**src/rtl/dma_channel_scheduler_pkg.sv**
```systemverilog
// rtl/dma_channel_scheduler_pkg.sv - shared defaults, index widths and FSM encoding for the DMA scheduler
package dma_sched_pkg;

    localparam int DEF_NUM_CH     = 3;
    localparam int DEF_ADDR_WIDTH = 22;
    localparam int DEF_DATA_WIDTH = 32;
    localparam int DEF_LEN_WIDTH  = 12;
    localparam int DEF_BURST_LEN  = 8;

    localparam int CH_IDX_W  = $clog2(DEF_NUM_CH);
    localparam int BUF_IDX_W = $clog2(DEF_BURST_LEN);

    typedef enum logic [2:0] {
        ST_IDLE,
        ST_ARB,
        ST_RD,
        ST_WR,
        ST_DONE
    } sched_state_t;

endpackage

```
**src/rtl/dma_channel_scheduler_if.sv**
```systemverilog
// rtl/dma_channel_scheduler_if.sv - memory controller DMA port (req/rw/addr/wdata/ack/rdata)
interface dma_channel_scheduler_if #(
    parameter int ADDR_WIDTH = 22,
    parameter int DATA_WIDTH = 32
) ();

    logic                  mem_req;
    logic                  mem_rw;
    logic [ADDR_WIDTH-1:0] mem_addr;
    logic [DATA_WIDTH-1:0] mem_wdata;
    logic                  mem_ack;
    logic [DATA_WIDTH-1:0] mem_rdata;

    modport master (
        output mem_req, mem_rw, mem_addr, mem_wdata,
        input  mem_ack, mem_rdata
    );

    modport slave (
        input  mem_req, mem_rw, mem_addr, mem_wdata,
        output mem_ack, mem_rdata
    );

endinterface

```
**src/rtl/dma_channel_scheduler_buffer.sv**
```systemverilog
// rtl/dma_channel_scheduler_buffer.sv - burst staging FIFO with head and head+1 lookahead
module dma_burst_buffer #(
    parameter  int DEPTH      = 8,
    parameter  int DATA_WIDTH = 32,
    localparam int IDX_W      = $clog2(DEPTH)
) (
    input  logic                  clk,
    input  logic                  rst_n,
    input  logic                  push,
    input  logic [DATA_WIDTH-1:0] push_data,
    input  logic                  pop,
    output logic [DATA_WIDTH-1:0] head,
    output logic [DATA_WIDTH-1:0] head_next,
    output logic                  empty,
    output logic                  full
);

    logic [DATA_WIDTH-1:0] mem_q [DEPTH];
    logic [IDX_W-1:0]      wr_ptr;
    logic [IDX_W-1:0]      rd_ptr;
    logic [IDX_W-1:0]      rd_ptr_nx;
    logic [IDX_W:0]        count;

    // head_next lets the write phase load the following word on the same ack edge as the pop
    assign rd_ptr_nx = rd_ptr + 1'b1;
    assign head      = mem_q[rd_ptr];
    assign head_next = mem_q[rd_ptr_nx];
    assign empty     = (count == '0);
    assign full      = (count == (IDX_W+1)'(DEPTH));

    // storage and pointer update
    always_ff @(posedge clk or negedge rst_n) begin
        if (!rst_n) begin
            wr_ptr <= '0;
            rd_ptr <= '0;
            count  <= '0;
            for (int i = 0; i < DEPTH; i++) begin
                mem_q[i] <= '0;
            end
        end else begin
            if (push) begin
                mem_q[wr_ptr] <= push_data;
                wr_ptr        <= wr_ptr + 1'b1;
            end
            if (pop) begin
                rd_ptr <= rd_ptr_nx;
            end
            case ({push, pop})
                2'b10:   count <= count + 1'b1;
                2'b01:   count <= count - 1'b1;
                default: count <= count;
            endcase
        end
    end

    // the scheduler never reads more than DEPTH words before draining them
    always_ff @(posedge clk) begin
        if (rst_n) begin
            assert (!(push && full && !pop));
            assert (!(pop && empty));
        end
    end

endmodule

```
**src/rtl/dma_channel_scheduler.sv**
```systemverilog
// rtl/dma_channel_scheduler.sv - round-robin multi-channel DMA copy engine; DMA_SCHED_PERF_EN adds perf_words/perf_stall
module dma_channel_scheduler
    import dma_sched_pkg::*;
#(
    parameter  int NUM_CH     = DEF_NUM_CH,
    parameter  int ADDR_WIDTH = DEF_ADDR_WIDTH,
    parameter  int DATA_WIDTH = DEF_DATA_WIDTH,
    parameter  int LEN_WIDTH  = DEF_LEN_WIDTH,
    parameter  int BURST_LEN  = DEF_BURST_LEN,
    localparam int CH_W       = (NUM_CH > 1) ? $clog2(NUM_CH) : 1,
    localparam int BUF_W      = $clog2(BURST_LEN)
) (
    input  logic                        clk,
    input  logic                        rst_n,
    input  logic                        enable,
    input  logic [NUM_CH-1:0]           ch_desc_valid,
    output logic [NUM_CH-1:0]           ch_desc_ready,
    input  logic [NUM_CH*ADDR_WIDTH-1:0] ch_src_addr,
    input  logic [NUM_CH*ADDR_WIDTH-1:0] ch_dst_addr,
    input  logic [NUM_CH*LEN_WIDTH-1:0]  ch_len,
    output logic [NUM_CH-1:0]           ch_done,
    dma_channel_scheduler_if.master     mem,
    output logic                        busy,
    output logic [CH_W-1:0]             active_ch
`ifdef DMA_SCHED_PERF_EN
    ,
    output logic [31:0]                 perf_words,
    output logic [31:0]                 perf_stall
`endif
);

    sched_state_t          state, state_d;
    logic [NUM_CH-1:0]     pending;
    logic [ADDR_WIDTH-1:0] src_q [NUM_CH];
    logic [ADDR_WIDTH-1:0] dst_q [NUM_CH];
    logic [LEN_WIDTH-1:0]  rem_q [NUM_CH];

    // rr_next holds rr_ptr+1 so that a cleared pointer starts the first search at channel 0
    logic [CH_W-1:0]       grant, rr_next, arb_ch, scan_idx;
    logic                  arb_found;
    logic [BUF_W:0]        burst_n, op_cnt, arb_n;

    logic                  req_q, rw_q;
    logic [ADDR_WIDTH-1:0] addr_q;
    logic [DATA_WIDTH-1:0] wdata_q;

    logic                  ack, last_op, push, pop;
    logic                  buf_empty, buf_full;
    logic [DATA_WIDTH-1:0] buf_head, buf_head_next;

    assign ack     = req_q && mem.mem_ack;
    assign last_op = (op_cnt == burst_n - 1'b1);
    assign push    = (state == ST_RD) && ack && !buf_full;
    assign pop     = (state == ST_WR) && ack;

    dma_burst_buffer #(
        .DEPTH      (BURST_LEN),
        .DATA_WIDTH (DATA_WIDTH)
    ) u_buf (
        .clk       (clk),
        .rst_n     (rst_n),
        .push      (push),
        .push_data (mem.mem_rdata),
        .pop       (pop),
        .head      (buf_head),
        .head_next (buf_head_next),
        .empty     (buf_empty),
        .full      (buf_full)
    );

    // round-robin search from rr_next and burst size of the winner
    always_comb begin
        arb_found = 1'b0;
        arb_ch    = '0;
        scan_idx  = '0;
        for (int k = 0; k < NUM_CH; k++) begin
            scan_idx = CH_W'((int'(rr_next) + k) % NUM_CH);
            if (!arb_found && pending[scan_idx]) begin
                arb_found = 1'b1;
                arb_ch    = scan_idx;
            end
        end
        arb_n = (rem_q[arb_ch] >= LEN_WIDTH'(BURST_LEN)) ? (BUF_W+1)'(BURST_LEN)
                                                         : rem_q[arb_ch][BUF_W:0];
    end

    // next-state decode
    always_comb begin
        state_d = state;
        case (state)
            ST_IDLE: if (enable && |pending) state_d = ST_ARB;
            ST_ARB: begin
                if (!enable || !arb_found)      state_d = ST_IDLE;
                else if (rem_q[arb_ch] == '0)   state_d = ST_DONE;
                else                            state_d = ST_RD;
            end
            ST_RD:   if (ack && last_op) state_d = ST_WR;
            ST_WR:   if (ack && last_op) state_d = (rem_q[grant] == LEN_WIDTH'(1)) ? ST_DONE : ST_ARB;
            ST_DONE: state_d = ST_ARB;
            default: state_d = ST_IDLE;
        endcase
    end

    // state register
    always_ff @(posedge clk or negedge rst_n) begin
        if (!rst_n) state <= ST_IDLE;
        else        state <= state_d;
    end

    // descriptor latching, burst bookkeeping and registered memory port
    always_ff @(posedge clk or negedge rst_n) begin
        if (!rst_n) begin
            pending <= '0;
            grant   <= '0;
            rr_next <= '0;
            burst_n <= '0;
            op_cnt  <= '0;
            req_q   <= 1'b0;
            rw_q    <= 1'b0;
            addr_q  <= '0;
            wdata_q <= '0;
            for (int i = 0; i < NUM_CH; i++) begin
                src_q[i] <= '0;
                dst_q[i] <= '0;
                rem_q[i] <= '0;
            end
        end else begin
            for (int i = 0; i < NUM_CH; i++) begin
                if (ch_desc_valid[i] && !pending[i]) begin
                    pending[i] <= 1'b1;
                    src_q[i]   <= ch_src_addr[i*ADDR_WIDTH +: ADDR_WIDTH];
                    dst_q[i]   <= ch_dst_addr[i*ADDR_WIDTH +: ADDR_WIDTH];
                    rem_q[i]   <= ch_len[i*LEN_WIDTH +: LEN_WIDTH];
                end
            end
            case (state)
                ST_ARB: begin
                    if (state_d != ST_IDLE) begin
                        grant   <= arb_ch;
                        rr_next <= (arb_ch == CH_W'(NUM_CH-1)) ? '0 : arb_ch + 1'b1;
                        burst_n <= arb_n;
                        op_cnt  <= '0;
                    end
                    if (state_d == ST_RD) begin
                        req_q  <= 1'b1;
                        rw_q   <= 1'b0;
                        addr_q <= src_q[arb_ch];
                    end
                end
                ST_RD: begin
                    if (ack) begin
                        src_q[grant] <= src_q[grant] + 1'b1;
                        if (last_op) begin
                            // a single-word burst has nothing buffered yet; forward the read data
                            op_cnt  <= '0;
                            rw_q    <= 1'b1;
                            addr_q  <= dst_q[grant];
                            wdata_q <= buf_empty ? mem.mem_rdata : buf_head;
                        end else begin
                            op_cnt <= op_cnt + 1'b1;
                            addr_q <= addr_q + 1'b1;
                        end
                    end
                end
                ST_WR: begin
                    if (ack) begin
                        dst_q[grant] <= dst_q[grant] + 1'b1;
                        rem_q[grant] <= rem_q[grant] - 1'b1;
                        if (last_op) begin
                            req_q <= 1'b0;
                            rw_q  <= 1'b0;
                        end else begin
                            op_cnt  <= op_cnt + 1'b1;
                            addr_q  <= addr_q + 1'b1;
                            wdata_q <= buf_head_next;
                        end
                    end
                end
                ST_DONE: pending[grant] <= 1'b0;
                default: ;
            endcase
        end
    end

    // completion pulse for the channel that just finished
    always_comb begin
        ch_done = '0;
        if (state == ST_DONE) ch_done[grant] = 1'b1;
    end

    assign ch_desc_ready = ~pending;
    assign busy          = (state != ST_IDLE) || (|pending);
    assign active_ch     = (state == ST_RD || state == ST_WR || state == ST_DONE) ? grant : '0;
    assign mem.mem_req   = req_q;
    assign mem.mem_rw    = rw_q;
    assign mem.mem_addr  = addr_q;
    assign mem.mem_wdata = wdata_q;

`ifdef DMA_SCHED_PERF_EN
    // free-running counters of completed writes and of cycles spent waiting on the controller
    always_ff @(posedge clk or negedge rst_n) begin
        if (!rst_n) begin
            perf_words <= '0;
            perf_stall <= '0;
        end else begin
            if (pop)                    perf_words <= perf_words + 1'b1;
            if (req_q && !mem.mem_ack)  perf_stall <= perf_stall + 1'b1;
        end
    end
`endif

endmodule

```
**src/flat_wrapper.sv**
```systemverilog
// flat-port wrapper written by rule: the top's interface ports become plain ports
module dma_channel_scheduler_flat import dma_sched_pkg::*;
#(
    parameter  int NUM_CH     = DEF_NUM_CH,
    parameter  int ADDR_WIDTH = DEF_ADDR_WIDTH,
    parameter  int DATA_WIDTH = DEF_DATA_WIDTH,
    parameter  int LEN_WIDTH  = DEF_LEN_WIDTH,
    parameter  int BURST_LEN  = DEF_BURST_LEN,
    localparam int CH_W       = (NUM_CH > 1) ? $clog2(NUM_CH) : 1,
    localparam int BUF_W      = $clog2(BURST_LEN)
)
  (clk, rst_n, enable, ch_desc_valid, ch_desc_ready, ch_src_addr, ch_dst_addr, ch_len, ch_done, busy, active_ch, mem_mem_req, mem_mem_rw, mem_mem_addr, mem_mem_wdata, mem_mem_ack, mem_mem_rdata);
  dma_channel_scheduler_if #(.ADDR_WIDTH(ADDR_WIDTH), .DATA_WIDTH(DATA_WIDTH)) mem_i ();
  input  logic clk;
  input  logic rst_n;
  input  logic enable;
  input  logic [NUM_CH-1:0] ch_desc_valid;
  output logic [NUM_CH-1:0] ch_desc_ready;
  input  logic [NUM_CH*ADDR_WIDTH-1:0] ch_src_addr;
  input  logic [NUM_CH*ADDR_WIDTH-1:0] ch_dst_addr;
  input  logic [NUM_CH*LEN_WIDTH-1:0] ch_len;
  output logic [NUM_CH-1:0] ch_done;
  output logic busy;
  output logic [CH_W-1:0] active_ch;
  output wire logic [$bits(mem_i.mem_req)-1:0] mem_mem_req;
  output wire logic [$bits(mem_i.mem_rw)-1:0] mem_mem_rw;
  output wire logic [$bits(mem_i.mem_addr)-1:0] mem_mem_addr;
  output wire logic [$bits(mem_i.mem_wdata)-1:0] mem_mem_wdata;
  input wire logic [$bits(mem_i.mem_ack)-1:0] mem_mem_ack;
  input wire logic [$bits(mem_i.mem_rdata)-1:0] mem_mem_rdata;
  assign mem_mem_req = mem_i.mem_req;
  assign mem_mem_rw = mem_i.mem_rw;
  assign mem_mem_addr = mem_i.mem_addr;
  assign mem_mem_wdata = mem_i.mem_wdata;
  assign mem_i.mem_ack = mem_mem_ack;
  assign mem_i.mem_rdata = mem_mem_rdata;
  dma_channel_scheduler #(.NUM_CH(NUM_CH), .ADDR_WIDTH(ADDR_WIDTH), .DATA_WIDTH(DATA_WIDTH), .LEN_WIDTH(LEN_WIDTH), .BURST_LEN(BURST_LEN)) u_core (.clk(clk), .rst_n(rst_n), .enable(enable), .ch_desc_valid(ch_desc_valid), .ch_desc_ready(ch_desc_ready), .ch_src_addr(ch_src_addr), .ch_dst_addr(ch_dst_addr), .ch_len(ch_len), .ch_done(ch_done), .mem(mem_i), .busy(busy), .active_ch(active_ch));
endmodule
```
**config.mk**
```make
export PLATFORM = sky130hd
export DESIGN_NAME = dma_channel_scheduler_flat
export DESIGN_NICKNAME = d
export VERILOG_FILES = /design/src/rtl/dma_channel_scheduler_pkg.sv /design/src/rtl/dma_channel_scheduler_if.sv /design/src/rtl/dma_channel_scheduler_buffer.sv /design/src/rtl/dma_channel_scheduler.sv /design/src/flat_wrapper.sv
export SDC_FILE = /design/constraint.sdc
export NUM_CORES = 1
export LEC_CHECK = 0
export BUFFER_PORTS_ARGS = -buffer_cell sky130_fd_sc_hd__buf_4
export CAP_MARGIN = 0
export CORE_MARGIN = 2
export CORE_UTILIZATION = 30
export CTS_BUF_LIST = sky130_fd_sc_hd__clkbuf_8
export CTS_CLUSTER_SIZE = 8
export DETAILED_ROUTE_END_ITERATION = 10
export GPL_ROUTABILITY_DRIVEN = 0
export GPL_TIMING_DRIVEN = 0
export PLACE_DENSITY_LB_ADDON = 0.25
export SKIP_LAST_GASP = 1
export SLEW_MARGIN = 10
export SYNTH_ARGS = -nofsm -noshare
export SYNTH_HDL_FRONTEND = slang
export SYNTH_SLANG_ARGS = --single-unit
```
**constraint.sdc**
```tcl
create_clock -name clk -period 8 [get_ports clk]
set_clock_uncertainty 0.05 [all_clocks]
set_input_delay 0.8 -clock clk [delete_from_list [all_inputs] [get_ports clk]]
set_output_delay 0.8 -clock clk [all_outputs]
set_load 0.01 [all_outputs]
```
==> qor.txt <==
vias in the first global route = 23100
DRC = 0
yosys warns = 0
Slew Limit Headroom = 0.1224
Worst-path clk slew = 0.06 ns
first-pass GRT wire length = 157.0 mm
GR Util met2 = 0.3693
die height = 314.1 µm
Final WS setup = 3.348 ns
DRT Pass-1 Iters = 5
CTS H-tree depth = 3
Tcrit/Tclk final = 0.5814
Synth Instances = 2542
starting density of the core = 0.3032
Avg Cell Area, Syn = 11.35 µm²
Rows = 113
Min Hold Slack = 0.2253 ns
clk sinks = 508
final hold violation count = 0
Setup TNS Final = 0 ns
met3 GRT Util = 0.03913
largest net degree at the start of global routing = 103
Place WS = 4.087 ns
CTS tree = built
Bufs on Longest Clock Path = 3
Synth Net Count = 2766
DRT Wirelength = 108.0 mm
Die X = 314.1 µm
number of synthesized flops with an enable pin = 0
total congestion overflow = 0
Worst Path Arrival = 3.80 ns
share of layout cells above drive strength 1 = 0.3045
Worst Setup SP = u_core.grant[0]
via count = 22860
Min-Delay Path Class = in -> reg
Layout area overhead = 20.33%
CP Max Fanout = 10
unrepaired setup endpoints after global routing = false
root buffer cell = clkbuf_8
crit path launch type = flip-flop
sequential power share = 0.457
Core Footprint = 95150 µm²
routing usage on met1 = 0.2661
final setup fails = 0
Die ar. = 98670 µm²
Worst VDD drop = 118.9 µV
CP Data Required Time = 7.15 ns
status = finished clean
Detail Route Antenna Nets = 0
Comb power frac = 0.092
post-CTS setup buffers = 0
hold_sp = ch_desc_valid[2]
internal power = 4.355 mW
Peak Freq = 215.0 MHz
CP Class = reg -> out
CTS Buf Count = 97
max-slew violation count = 0
DP Wirelength = 77.00 mm
Critical R2R Launch = u_core.grant[0]
initial antenna violation count = 8
synthesized area = 28850 µm²
Min Clock Period, post-route = 4.652 ns
Power Total = 6.017 mW
vias per inst = 5.360
leakage power = 15.06 nW
Skew-Pair Late Insertion Delay = 0.78 ns
Switch Pwr = 1.662 mW
Initial DRC Count = 1619
PortBufs = 271
Post-CTS Resized = 0
Sw Share = 0.2762
max_cap viols = 0
Seq cells post-synth = 508
Clk pwr share = 0.451
most used flip-flop cell after synthesis = dfrtp_1
Synth cell types = 83
Worst setup EP type = output pin
async set-or-reset flop fraction in the synthesized netlist = 1.000
IO Pins = 272
# fillers = 9649
Power Dens Cells = 173.3 nW/µm²
Routed wire per std cell = 25.32 µm
gr usage total = 0.2149
net count reported at finish = 3144
GR peak layer = met2
post-synthesis sequential area ratio = 0.4406
Worst-Margin Slew = 1.303 ns
## through the flow
| step | cell area, µm² | std cells | utilization |
|---|---|---|---|
| 6_report | 34720 | 4265 | 0.3649 |
| 5_1_grt | 34720 | 4265 | 0.3649 |
| 4_1_cts | 34710 | 4263 | 0.3648 |
| 3_5_place_dp | 32660 | 4085 | 0.3432 |
| 3_3_place_gp | 32470 | 4078 | 0.3412 |
| 2_1_floorplan | 28850 | 2542 | - |
## power by group through the flow
stage	Sequential, mW	Combinational [mW]	Clock (mW)
floorplan	2.76	0.279	0
global placement	2.79	0.533	0
detailed placement	2.79	0.548	0
CTS	2.75	0.552	2.78
global route	2.76	0.605	2.90
finish	2.75	0.552	2.71
## area by class of cell
cell class | instances | area (µm²) | share of cell area
timing repair buffer | 279 | 2225 | 0.06408
clock buffer | 125 | 1720 | 0.04955
tap | 1265 | 1583 | 0.04559
antenna | 2 | 5.005 | 0.0001442
sequential | 508 | 12710 | 0.3662
clock inverter | 52 | 327.8 | 0.009442
inverter | 25 | 93.84 | 0.002703
buffer | 189 | 858.3 | 0.02472
multi-input combinational | 1820 | 15190 | 0.4376
## what timing repair did
action / 4_1_cts / 5_1_grt
hold buffers: 1 / 0
endpoints found under the hold margin: 40 / 0
setup endpoints to repair: 0 / 0
## metal layers
metal  vias up  part of all wire
li1      10180                 -
met1     11660              0.40
met2       813              0.50
met3       192             0.062
met4        10             0.040
met5         -           0.00060
## synth_stat cells (36+ instances only)
cell / instances / area, µm²
nand2_1: 214 / 803.3
clkbuf_1: 121 / 454.2
dfrtp_1: 508 / 12710
a211oi_1: 97 / 728.2
xor2_1: 36 / 315.3
a21oi_1: 163 / 815.8
mux2_2: 281 / 3164
mux4_2: 128 / 2883
xnor2_1: 37 / 324.1
nor2_1: 109 / 409.1
o21ai_0: 175 / 875.8
mux2i_1: 192 / 1922
nor2b_1: 97 / 606.8
## worst paths after layout
kind	end	slack, ns	depth (start not counted)
setup reg to reg	u_core.dst_q[21]	3.95	10
hold / removal	u_core.pending[2]	0.23	3
hold reg to reg	u_core.mem.mem_wdata[9]	0.43	2
setup / recovery	active_ch[0]	3.35	7
min in group asynchronous	u_core.dst_q[59]	0.48	2
max in group asynchronous	u_core.u_buf.mem_q[210]	5.80	5
## state kept, by name, summed over array words and instances (netlist names), 3 cells and up
register / cells
u_core.u_buf.mem_q: 256
u_core.mem.mem_addr: 22
u_core.state: 3
u_core.u_buf.rd_ptr: 3
u_core.burst_n: 4
u_core.rem_q: 36
u_core.op_cnt: 4
u_core.u_buf.count: 4
u_core.dst_q: 66
u_core.src_q: 66
u_core.pending: 3
u_core.u_buf.wr_ptr: 3
u_core.mem.mem_wdata: 32
## worst max-delay path, stage by stage (launching register included)
cell	delay, ns
dfrtp_1	0.42
buf_2	0.29
buf_2	0.39
buf_2	0.40
buf_2	0.39
clkbuf_1	0.72
a21boi_0	0.29
buf_4	0.16
## logic make-up after synthesis
| family | after synthesis | synth area share |
|---|---|---|
| buffers and inverters | 214 | 0.03300 |
| and+or+nand+nor | 562 | 0.09363 |
| adders and majority gates | 17 | 0.007633 |
| AOI/OAI and AO/OA | 553 | 0.1196 |
| muxes | 615 | 0.2834 |
| DFF | 508 | 0.4406 |
| xor gates and xnor gates | 73 | 0.02216 |
## cells in the final DEF, fill, tap and decap left out, types with 8 or more instances in the layout
master / synthesis / final
clkbuf_8: 0 / 125
o2bb2ai_1: 18 / 18
a21oi_1: 163 / 163
nand2_1: 214 / 214
mux4_2: 128 / 128
xnor2_1: 37 / 37
buf_2: 28 / 28
mux2_2: 281 / 281
xor2_1: 36 / 36
nor4_1: 9 / 8
buf_6: 9 / 9
mux2_4: 13 / 13
buf_4: 2 / 273
nor2b_1: 97 / 97
inv_1: 25 / 56
a211oi_1: 97 / 97
nor2_1: 109 / 109
clkinv_2: 0 / 12
dfrtp_1: 508 / 508
or3_1: 8 / 8
and3_1: 12 / 12
nor3_1: 22 / 22
o22ai_1: 12 / 12
nand3_1: 31 / 31
mux2i_1: 192 / 192
ha_1: 16 / 16
a2bb2oi_1: 17 / 17
buf_1: 26 / 26
clkbuf_1: 121 / 121
nand4_1: 16 / 16
o21ai_0: 175 / 175
No activity file was read; power rests on OpenSTA's default activity.
